$ cat src/rtl/mem_pkg.sv
// Shared widths and client identifiers for the two-client memory port arbiter.
package mem_pkg;
  localparam int AW_DEF = 10;
  localparam int DW_DEF = 16;

  typedef enum logic {
    CLIENT0 = 1'b0,
    CLIENT1 = 1'b1
  } client_e;

  function automatic client_e other_client(input client_e c);
    return (c == CLIENT0) ? CLIENT1 : CLIENT0;
  endfunction
endpackage

$ cat src/rtl/mem_port_arbiter_if.sv
// Client request/response and memory-side signals of the arbiter.
// The slave side is the arbiter; the master side is clients plus memory.
interface mem_port_arbiter_if
  import mem_pkg::*;
#(
  parameter int AW = AW_DEF,
  parameter int DW = DW_DEF
);
  logic          i_c0_req;
  logic          i_c0_we;
  logic [AW-1:0] i_c0_addr;
  logic [DW-1:0] i_c0_wdata;
  logic          o_c0_gnt;
  logic          o_c0_rvalid;
  logic [DW-1:0] o_c0_rdata;

  logic          i_c1_req;
  logic          i_c1_we;
  logic [AW-1:0] i_c1_addr;
  logic [DW-1:0] i_c1_wdata;
  logic          o_c1_gnt;
  logic          o_c1_rvalid;
  logic [DW-1:0] o_c1_rdata;

  logic          o_m_w_en;
  logic [AW-1:0] o_m_w_addr;
  logic [DW-1:0] o_m_d_in;
  logic [AW-1:0] o_m_r_addr;
  logic [DW-1:0] i_m_d_out;

  modport slave (
    input  i_c0_req, i_c0_we, i_c0_addr, i_c0_wdata,
    input  i_c1_req, i_c1_we, i_c1_addr, i_c1_wdata,
    input  i_m_d_out,
    output o_c0_gnt, o_c0_rvalid, o_c0_rdata,
    output o_c1_gnt, o_c1_rvalid, o_c1_rdata,
    output o_m_w_en, o_m_w_addr, o_m_d_in, o_m_r_addr
  );

  modport master (
    output i_c0_req, i_c0_we, i_c0_addr, i_c0_wdata,
    output i_c1_req, i_c1_we, i_c1_addr, i_c1_wdata,
    output i_m_d_out,
    input  o_c0_gnt, o_c0_rvalid, o_c0_rdata,
    input  o_c1_gnt, o_c1_rvalid, o_c1_rdata,
    input  o_m_w_en, o_m_w_addr, o_m_d_in, o_m_r_addr
  );
endinterface

$ cat src/rtl/rr_arb2.sv
// Two-way round-robin arbiter; the grant is combinational, the pointer registered.
//   state   | meaning
//   CLIENT0 | client 0 wins the next contested cycle
//   CLIENT1 | client 1 wins the next contested cycle
module rr_arb2
  import mem_pkg::*;
(
  input  logic       i_clk,
  input  logic       i_rst_n,
  input  logic [1:0] req,
  output logic [1:0] gnt
);
  client_e prio_q;
  client_e prio_d;

  always_ff @(posedge i_clk or negedge i_rst_n) begin
    if (!i_rst_n) prio_q <= CLIENT0;
    else          prio_q <= prio_d;
  end

  // Only contention moves the pointer; a lone requester simply wins.
  always_comb begin
    gnt    = req;
    prio_d = prio_q;
    if (req == 2'b11) begin
      gnt    = (prio_q == CLIENT0) ? 2'b01 : 2'b10;
      prio_d = other_client(prio_q);
    end
  end
endmodule

$ cat src/rtl/mem_port_arbiter.sv
// Arbitrates two clients onto a memory with independent write and read ports,
// with same-cycle write-to-read forwarding.
module mem_port_arbiter
  import mem_pkg::*;
#(
  parameter int AW = AW_DEF,
  parameter int DW = DW_DEF
)(
  input logic               i_clk,
  input logic               i_rst_n,
  mem_port_arbiter_if.slave bus
);
  logic [1:0]    wr_req;
  logic [1:0]    rd_req;
  logic [1:0]    wr_gnt;
  logic [1:0]    rd_gnt;
  logic [AW-1:0] w_addr;
  logic [DW-1:0] w_data;
  logic [AW-1:0] r_addr;
  logic [1:0]    rvalid_q;
  logic          fwd_q;
  logic [DW-1:0] fwd_data_q;
  logic [DW-1:0] rd_word;

  // Requests are masked by reset so no grant can leak out while it is held.
  always_comb begin
    wr_req = {bus.i_c1_req &  bus.i_c1_we, bus.i_c0_req &  bus.i_c0_we} & {2{i_rst_n}};
    rd_req = {bus.i_c1_req & ~bus.i_c1_we, bus.i_c0_req & ~bus.i_c0_we} & {2{i_rst_n}};
  end

  rr_arb2 u_wr_arb (
    .i_clk   (i_clk),
    .i_rst_n (i_rst_n),
    .req     (wr_req),
    .gnt     (wr_gnt)
  );

  rr_arb2 u_rd_arb (
    .i_clk   (i_clk),
    .i_rst_n (i_rst_n),
    .req     (rd_req),
    .gnt     (rd_gnt)
  );

  always_comb begin
    w_addr = '0;
    w_data = '0;
    if (wr_gnt[CLIENT0]) begin
      w_addr = bus.i_c0_addr;
      w_data = bus.i_c0_wdata;
    end else if (wr_gnt[CLIENT1]) begin
      w_addr = bus.i_c1_addr;
      w_data = bus.i_c1_wdata;
    end
  end

  always_comb begin
    r_addr = '0;
    if (rd_gnt[CLIENT0])      r_addr = bus.i_c0_addr;
    else if (rd_gnt[CLIENT1]) r_addr = bus.i_c1_addr;
  end

  // Memory returns pre-write data on a same-address collision, so capture the write.
  always_ff @(posedge i_clk or negedge i_rst_n) begin
    if (!i_rst_n) begin
      rvalid_q   <= '0;
      fwd_q      <= 1'b0;
      fwd_data_q <= '0;
    end else begin
      rvalid_q   <= rd_gnt;
      fwd_q      <= (|wr_gnt) && (|rd_gnt) && (w_addr == r_addr);
      fwd_data_q <= ((|wr_gnt) && (|rd_gnt) && (w_addr == r_addr)) ? w_data : '0;
    end
  end

  assign rd_word = fwd_q ? fwd_data_q : bus.i_m_d_out;

  assign bus.o_c0_gnt    = wr_gnt[CLIENT0] | rd_gnt[CLIENT0];
  assign bus.o_c1_gnt    = wr_gnt[CLIENT1] | rd_gnt[CLIENT1];
  assign bus.o_c0_rvalid = rvalid_q[CLIENT0];
  assign bus.o_c1_rvalid = rvalid_q[CLIENT1];
  assign bus.o_c0_rdata  = rvalid_q[CLIENT0] ? rd_word : '0;
  assign bus.o_c1_rdata  = rvalid_q[CLIENT1] ? rd_word : '0;

  assign bus.o_m_w_en   = |wr_gnt;
  assign bus.o_m_w_addr = w_addr;
  assign bus.o_m_d_in   = w_data;
  assign bus.o_m_r_addr = r_addr;
endmodule

$ cat src/flat_wrapper.sv
// flat-port wrapper written by rule: the top's interface ports become plain ports
module mem_port_arbiter_flat import mem_pkg::*;
#(
  parameter int AW = AW_DEF,
  parameter int DW = DW_DEF
)
  (i_clk, i_rst_n, bus_i_c0_req, bus_i_c0_we, bus_i_c0_addr, bus_i_c0_wdata, bus_i_c1_req, bus_i_c1_we, bus_i_c1_addr, bus_i_c1_wdata, bus_i_m_d_out, bus_o_c0_gnt, bus_o_c0_rvalid, bus_o_c0_rdata, bus_o_c1_gnt, bus_o_c1_rvalid, bus_o_c1_rdata, bus_o_m_w_en, bus_o_m_w_addr, bus_o_m_d_in, bus_o_m_r_addr);
  mem_port_arbiter_if #(.AW(AW), .DW(DW)) bus_i ();
  input logic i_clk;
  input logic i_rst_n;
  input wire logic [$bits(bus_i.i_c0_req)-1:0] bus_i_c0_req;
  input wire logic [$bits(bus_i.i_c0_we)-1:0] bus_i_c0_we;
  input wire logic [$bits(bus_i.i_c0_addr)-1:0] bus_i_c0_addr;
  input wire logic [$bits(bus_i.i_c0_wdata)-1:0] bus_i_c0_wdata;
  input wire logic [$bits(bus_i.i_c1_req)-1:0] bus_i_c1_req;
  input wire logic [$bits(bus_i.i_c1_we)-1:0] bus_i_c1_we;
  input wire logic [$bits(bus_i.i_c1_addr)-1:0] bus_i_c1_addr;
  input wire logic [$bits(bus_i.i_c1_wdata)-1:0] bus_i_c1_wdata;
  input wire logic [$bits(bus_i.i_m_d_out)-1:0] bus_i_m_d_out;
  output wire logic [$bits(bus_i.o_c0_gnt)-1:0] bus_o_c0_gnt;
  output wire logic [$bits(bus_i.o_c0_rvalid)-1:0] bus_o_c0_rvalid;
  output wire logic [$bits(bus_i.o_c0_rdata)-1:0] bus_o_c0_rdata;
  output wire logic [$bits(bus_i.o_c1_gnt)-1:0] bus_o_c1_gnt;
  output wire logic [$bits(bus_i.o_c1_rvalid)-1:0] bus_o_c1_rvalid;
  output wire logic [$bits(bus_i.o_c1_rdata)-1:0] bus_o_c1_rdata;
  output wire logic [$bits(bus_i.o_m_w_en)-1:0] bus_o_m_w_en;
  output wire logic [$bits(bus_i.o_m_w_addr)-1:0] bus_o_m_w_addr;
  output wire logic [$bits(bus_i.o_m_d_in)-1:0] bus_o_m_d_in;
  output wire logic [$bits(bus_i.o_m_r_addr)-1:0] bus_o_m_r_addr;
  assign bus_i.i_c0_req = bus_i_c0_req;
  assign bus_i.i_c0_we = bus_i_c0_we;
  assign bus_i.i_c0_addr = bus_i_c0_addr;
  assign bus_i.i_c0_wdata = bus_i_c0_wdata;
  assign bus_i.i_c1_req = bus_i_c1_req;
  assign bus_i.i_c1_we = bus_i_c1_we;
  assign bus_i.i_c1_addr = bus_i_c1_addr;
  assign bus_i.i_c1_wdata = bus_i_c1_wdata;
  assign bus_i.i_m_d_out = bus_i_m_d_out;
  assign bus_o_c0_gnt = bus_i.o_c0_gnt;
  assign bus_o_c0_rvalid = bus_i.o_c0_rvalid;
  assign bus_o_c0_rdata = bus_i.o_c0_rdata;
  assign bus_o_c1_gnt = bus_i.o_c1_gnt;
  assign bus_o_c1_rvalid = bus_i.o_c1_rvalid;
  assign bus_o_c1_rdata = bus_i.o_c1_rdata;
  assign bus_o_m_w_en = bus_i.o_m_w_en;
  assign bus_o_m_w_addr = bus_i.o_m_w_addr;
  assign bus_o_m_d_in = bus_i.o_m_d_in;
  assign bus_o_m_r_addr = bus_i.o_m_r_addr;
  mem_port_arbiter #(.AW(AW), .DW(DW)) u_core (.i_clk(i_clk), .i_rst_n(i_rst_n), .bus(bus_i));
endmodule
$ cat config.mk
export PLATFORM = sky130hd
export DESIGN_NAME = mem_port_arbiter_flat
export DESIGN_NICKNAME = d
export VERILOG_FILES = /design/src/rtl/mem_pkg.sv /design/src/rtl/mem_port_arbiter_if.sv /design/src/rtl/rr_arb2.sv /design/src/rtl/mem_port_arbiter.sv /design/src/flat_wrapper.sv
export SDC_FILE = /design/constraint.sdc
export NUM_CORES = 1
export LEC_CHECK = 0
export CAP_MARGIN = 20
export CORE_ASPECT_RATIO = 0.5
export CORE_MARGIN = 4
export CORE_UTILIZATION = 41
export CTS_CLUSTER_DIAMETER = 50
export DETAILED_ROUTE_END_ITERATION = 12
export GPL_TIMING_DRIVEN = 0
export PLACE_DENSITY = 0.88
export SLEW_MARGIN = 20
export SYNTH_ARGS = -nofsm -noshare
export SYNTH_HDL_FRONTEND = slang
export SYNTH_SLANG_ARGS = --single-unit
export TNS_END_PERCENT = 10
$ cat constraint.sdc
create_clock -name i_clk -period 6.1 [get_ports i_clk]
set_clock_uncertainty 0.2 [all_clocks]
set_input_delay 0.915 -clock i_clk [delete_from_list [all_inputs] [get_ports i_clk]]
set_output_delay 0.915 -clock i_clk [all_outputs]
set_load 0.01 [all_outputs]
* Yosys cells after proc, flatten, opt, wreduce, memory -nomap -nowiden *
Index checks and enable logic that the tools add are counted.

storage, ports and cells
  bits in registers = 21
  input port bits = 74
  output and inout bits = 73
  logic and storage cells = 38

operators by class
  eq/ne operators = 3
  mux-type cells = 16
  bitwise logic cells = 10
  reduce and logical (&&, ||, !) cells = 4

operators by type and width
  cell                                         number
  16-bit 2-to-1 mux                            6
  10-bit 2-to-1 mux                            4
  10-bit equality test                         1
  2-bit 2-to-1 mux                             4
  1-bit AND                                    4
  2-bit AND                                    2
  2-bit equality test (second input constant)  2
  2-bit OR reduction                           2
  1-bit logical AND                            2
  1-bit 2-to-1 mux                             2
  1-bit NOT                                    2
  1-bit OR                                     2

* Depth between registers and ports, before layout *
Gate-level depths: netlist (run 1).

  word-level depth = 10
  mapped depth = 11
  mapped depth without buffers = 7

* Hierarchy *
From an unflattened synthesis (run 1), not the netlist that was laid out.

unflattened totals
  cell total of the unflattened synthesis = 270
  area total of the unflattened synthesis = 2,203.4 um^2

modules (own cells, without submodules)
  module            instances  cells each  area each (um^2)  sequential area each (um^2)
  mem_port_arbiter  1          258         2,090.8           475.5
  rr_arb2           2          6           56.3              25.0

* Worst setup path after synthesis (run 1) *
OpenSTA, ideal clock, no wires.

  path kind = input port to output port
  start = in i_rst_n
  end = out bus_o_m_w_addr[0]
  arrival time = 2.476 ns
  data required time = 4.985 ns
  setup slack = 2.509 ns
  cell stages on the path = 8
  path buffers = 4
  path through = buf_2 and3_1 nand2_1 buf_2 buf_1 buf_1 nand2_1 a21oi_1

between the ends
  cells in the longest elaborated chain, start to end = 5

RTL lines
  element                RTL line                text
  start, declared        flat_wrapper.sv:10      input logic i_rst_n;
  2-bit AND (*)          mem_port_arbiter.sv:27  wr_req = {bus.i_c1_req & bus.i_c1_we, bus.i_c0_req & bus.i_c0_we} & {2{i_rst_n}};
  2-bit equality test    rr_arb2.sv:25           if (req == 2'b11) begin
  2-bit 2-to-1 mux (*)   rr_arb2.sv:25
  10-bit 2-to-1 mux      mem_port_arbiter.sv:51  end else if (wr_gnt[CLIENT1]) begin
  10-bit 2-to-1 mux (*)  mem_port_arbiter.sv:48  if (wr_gnt[CLIENT0]) begin
  end, declared          flat_wrapper.sv:27      output wire logic [$bits(bus_i.o_m_w_addr)-1:0] bus_o_m_w_addr;

Every way passes the cells marked *; elsewhere a longest branch is shown, timed or not.

* Final worst setup path (run 1) *
Ends and elaborated chain as after synthesis.

==> results of run 1 <==
==> final timing paths <==
path                                          end  slack, ns  cells after the start
setup / recovery                bus_o_m_w_addr[0]       0.71                     10
hold / removal             u_core.u_wr_arb.prio_q       0.32                      1
setup reg to reg            u_core.fwd_data_q[11]       3.46                      9
hold reg to reg            u_core.u_wr_arb.prio_q       0.32                      1
max in group asynchronous      u_core.rvalid_q[0]       4.55                      1
min in group asynchronous   u_core.fwd_data_q[10]       0.59                      1
==> per-stage QoR <==
stage | total power (uW) | setup WS (ns) | util, % | instance area [um2] | hold WS [ns]
after detailed placement | 369 | 0.272 | 70.5 | 3920 | 0.302
after CTS | 504 | 0.263 | 72.0 | 4000 | 0.312
after global routing | 532 | 0.311 | 72.0 | 4010 | 0.337
final | 504 | 0.709 | 72.0 | 4010 | 0.317
after floorplan | 256 | 2.51 | - | 2390 | 0.267
after global placement | 367 | 0.260 | 70.5 | 3920 | 0.288
==> kinds of logic (layout without fill, tap and decap cells) <==
logic type | count (synthesis) | in the layout
and+or+nand+nor | 186 | 186
AOI/OAI and AO/OA | 58 | 58
buffers and inverters | 37 | 185
DFF | 21 | 21
muxes | 18 | 18
xor gates and xnor gates | 3 | 3
==> cell type report <==
type / count / area (um2)
Buffer: 27 / 176
Clock buffer: 3 / 75.1
Fill cell: 451 / 1560
Timing Repair Buffer: 144 / 1440
Clock inverter: 1 / 5.00
Inverter: 10 / 37.5
Multi-Input combinational cell: 265 / 1650
Sequential cell: 21 / 526
Tap cell: 73 / 91.3
==> where the power goes <==
group | switching (uW) | leakage, uW | internal, uW
registers | 12.1 | 0.000289 | 146
clock network | 47.5 | 0.0000409 | 87.9
logic | 96.0 | 0.00123 | 114
total | 156 | 0.00156 | 348
==> worst max-delay path: stages <==
cell and delay, ns:
sky130_fd_sc_hd__dlymetal6s2s_1 0.68, sky130_fd_sc_hd__buf_2 0.34, sky130_fd_sc_hd__nand3_1 0.13, sky130_fd_sc_hd__nor2_1 0.14, sky130_fd_sc_hd__clkbuf_1 0.41, sky130_fd_sc_hd__clkbuf_1 0.40, sky130_fd_sc_hd__buf_1 0.43, sky130_fd_sc_hd__nand2_1 0.11
sky130_fd_sc_hd__a21oi_1 0.14, sky130_fd_sc_hd__clkdlybuf4s50_1 0.57
==> placed cells by master, fill, tap and decap left out, types with 9 or more instances in the layout <==
cell type                           n
sky130_fd_sc_hd__clkdlybuf4s50_1  143
sky130_fd_sc_hd__nand2_1           71
sky130_fd_sc_hd__nor2b_1           34
sky130_fd_sc_hd__dfrtp_1           21
sky130_fd_sc_hd__nand3_1           20
sky130_fd_sc_hd__mux2i_1           18
sky130_fd_sc_hd__a21oi_1           14
sky130_fd_sc_hd__o21ai_0           11
sky130_fd_sc_hd__clkbuf_1          10
sky130_fd_sc_hd__nand2b_1           9
sky130_fd_sc_hd__nor3_1             9
sky130_fd_sc_hd__o211ai_1           9
sky130_fd_sc_hd__nor3b_1            9
sky130_fd_sc_hd__nor3b_2            9
==> registers in the layout, summed over array words and instances, names as in the netlist <==
register and cells:
u_core.rvalid_q 2, u_core.u_wr_arb.prio_q 1, u_core.fwd_data_q 16, u_core.u_rd_arb.prio_q 1, u_core.fwd_q 1
==> metal layers <==
layer | vias to the layer above | part of all wire (%) | wire, um
met5 | - | 0 | 0
li1 | 1420 | - | -
met2 | 76 | 51 | 4190
met3 | 6 | 5.3 | 436
met1 | 1310 | 44 | 3620
met4 | 0 | 0.49 | 41
==> timing repair <==
item,in CTS,in global routing
hold endpoints to repair,0,0
endpoints found under the setup margin,0,9
gates resized for setup,0,1
hold buffers,0,0
==> impl_metrics.sql, run 1 <==
INSERT INTO impl_metrics (metric_group, metric, value, unit) VALUES
('global_route', 'met1_layer_usage_reported_by_global_route', '29.2', '%'),
('logic_synthesis', 'yosys_most_used_dff', 'sky130_fd_sc_hd__dfrtp_1', ''),
('routing', 'drc_errors', '0', ''),
('logic_synthesis', 'yosys.cell_types.count', '50', ''),
('logic_synthesis', 'netlist.top_cell.by_area', 'sky130_fd_sc_hd__dfrtp_1', ''),
('routing', 'postRouteWirelength', '8290', 'um'),
('timing', 'slew_viol_final', '0', ''),
('floorplanning', 'die_y', '62.0', 'um'),
('logic_synthesis', 'synth_simple_gate_area_share', '42.9', '%'),
('pwr', 'total_power_divided_by_cell_area', '126', 'nW/um2'),
('floorplanning', 'chip_width', '116', 'um'),
('timing', 'report.final.hold_viol_count', '0', ''),
('clocking', 'worst_skew_pair.late_latency', '0.25', 'ns'),
('routing', 'route.detailed.wl_per_inst', '15.2', 'um'),
('floorplanning', 'rows', '19', ''),
('clocking', 'cts_setup_buffers', '0', ''),
('worst_setup_path', 'critPathRequiredTime', '4.98', 'ns'),
('logic_synthesis', 'syn-instance-count', '323', ''),
('logic_synthesis', 'number_of_synthesized_flops_with_an_enable_pin', '0', ''),
('clocking', 'cts_made_buffers', '3', ''),
('routing', 'drt_first_iter_violations', '125', ''),
('worst_setup_path', 'regToRegStartpoint', 'u_core.u_rd_arb.prio_q', ''),
('worst_setup_path', 'critical_path.startpoint_type', 'input pin', ''),
('routing', 'first_pass_iters', '4', ''),
('global_route', 'first_global_vias', '2542', ''),
('cells_and_area', 'insertedDiodeCount', '0', ''),
('pwr', 'ir_drop', '0.110', 'mV'),
('worst_setup_path', 'cp_arrival', '4.28', 'ns'),
('clocking', 'tritoncts_num_sinks', '21', ''),
('logic_synthesis', 'synth_top_family_by_area', 'simple AND/OR/NAND/NOR gates', ''),
('worst_hold_path', 'timing.hold.worst.start', 'u_core.u_wr_arb.prio_q', ''),
('logic_synthesis', 'mappedNetlistArea', '2390', 'um2'),
('timing', 'worst_slew_margin_rel', '38.9', '%'),
('place', 'buffer_ports.inserted', '144', ''),
('worst_setup_path', 'setup.worst_path.end_class', 'primary output', ''),
('worst_hold_path', 'holdCritPathClass', 'flip-flop to flip-flop', ''),
('cells_and_area', 'layout_cells_sized_above_1', '7.64', '%'),
('global_route', 'grt_max_degree', '23', ''),
('global_route', 'global_route.peak_usage_layer', 'met2', ''),
('cells_and_area', 'instances_no_fill', '544', ''),
('clocking', 'cts_max_path_buffers', '2', ''),
('routing', 'antenna_violating_nets_post_route', '0', ''),
('floorplanning', 'floorplan.core_area', '5560', 'um2'),
('global_route', 'gr-usage-met2', '40.9', '%'),
('timing', 'rsz0062_at_grt', 'no', ''),
('worst_setup_path', 'critical_path.startpoint', 'i_rst_n', ''),
('global_route', 'gr-total-overflow', '0', ''),
('logic_synthesis', 'synth_fp_nets', '397', ''),
('flow_run', 'maxCapViolations', '0', ''),
('timing', 'period_needed', '5.39', 'ns'),
('floorplanning', 'initial_utilization', '43.0', '%'),
('status', 'status', 'finished, final reports clean', ''),
('global_route', 'number_of_antenna_violations_at_the_first_check_in_global_routing', '0', ''),
('logic_synthesis', 'share_of_flip_flops_with_an_asynchronous_set_or_reset_after_synthesis', '100', '%'),
('timing', 'actual_slew_at_the_worst_max_slew_pin', '0.915', 'ns'),
('global_route', 'global_route.usage.met3', '3.00', '%'),
('logic_synthesis', 'synth.most_common_cell', 'sky130_fd_sc_hd__nand2_1', ''),
('logic_synthesis', 'yosys_warnings', '0', ''),
('logic_synthesis', 'ys_seq_elements', '21', ''),
('worst_setup_path', 'critical_path_class', 'input pin to primary output', ''),
('logic_synthesis', 'synth_compound_area_share', '17.5', '%'),
('clocking', 'clk_transition_reported_paths', '0.05', 'ns'),
('worst_setup_path', 'path_max_fanout', '22', ''),
('logic_synthesis', 'synth.avg_cell_area', '7.40', 'um2'),
('logic_synthesis', 'yosysTopAreaCellShare', '22.0', '%'),
('clocking', 'cts_root_buffer', 'sky130_fd_sc_hd__clkbuf_16', ''),
('place', 'dp_hpwl', '6710', 'um'),
('clocking', 'cts_max_level', '1', ''),
('routing', 'vias', '2812', ''),
('floorplanning', 'fp.dieArea', '7190', 'um2'),
('routing', 'detail_route.vias_per_cell', '5.17', '');
Note: power is estimated with default switching activity, not from simulation.
==> run 2: changes to the inputs <==
CAP_MARGIN = not set   (was 20)
==> results of run 2 <==
No change in the layout: final DEF, timing and power equal those of run 1.
==> run 3: changes to the inputs <==
SLEW_MARGIN = 10   (was 20)
==> results of run 3 <==
No change in the layout: final DEF, timing and power equal those of run 1.
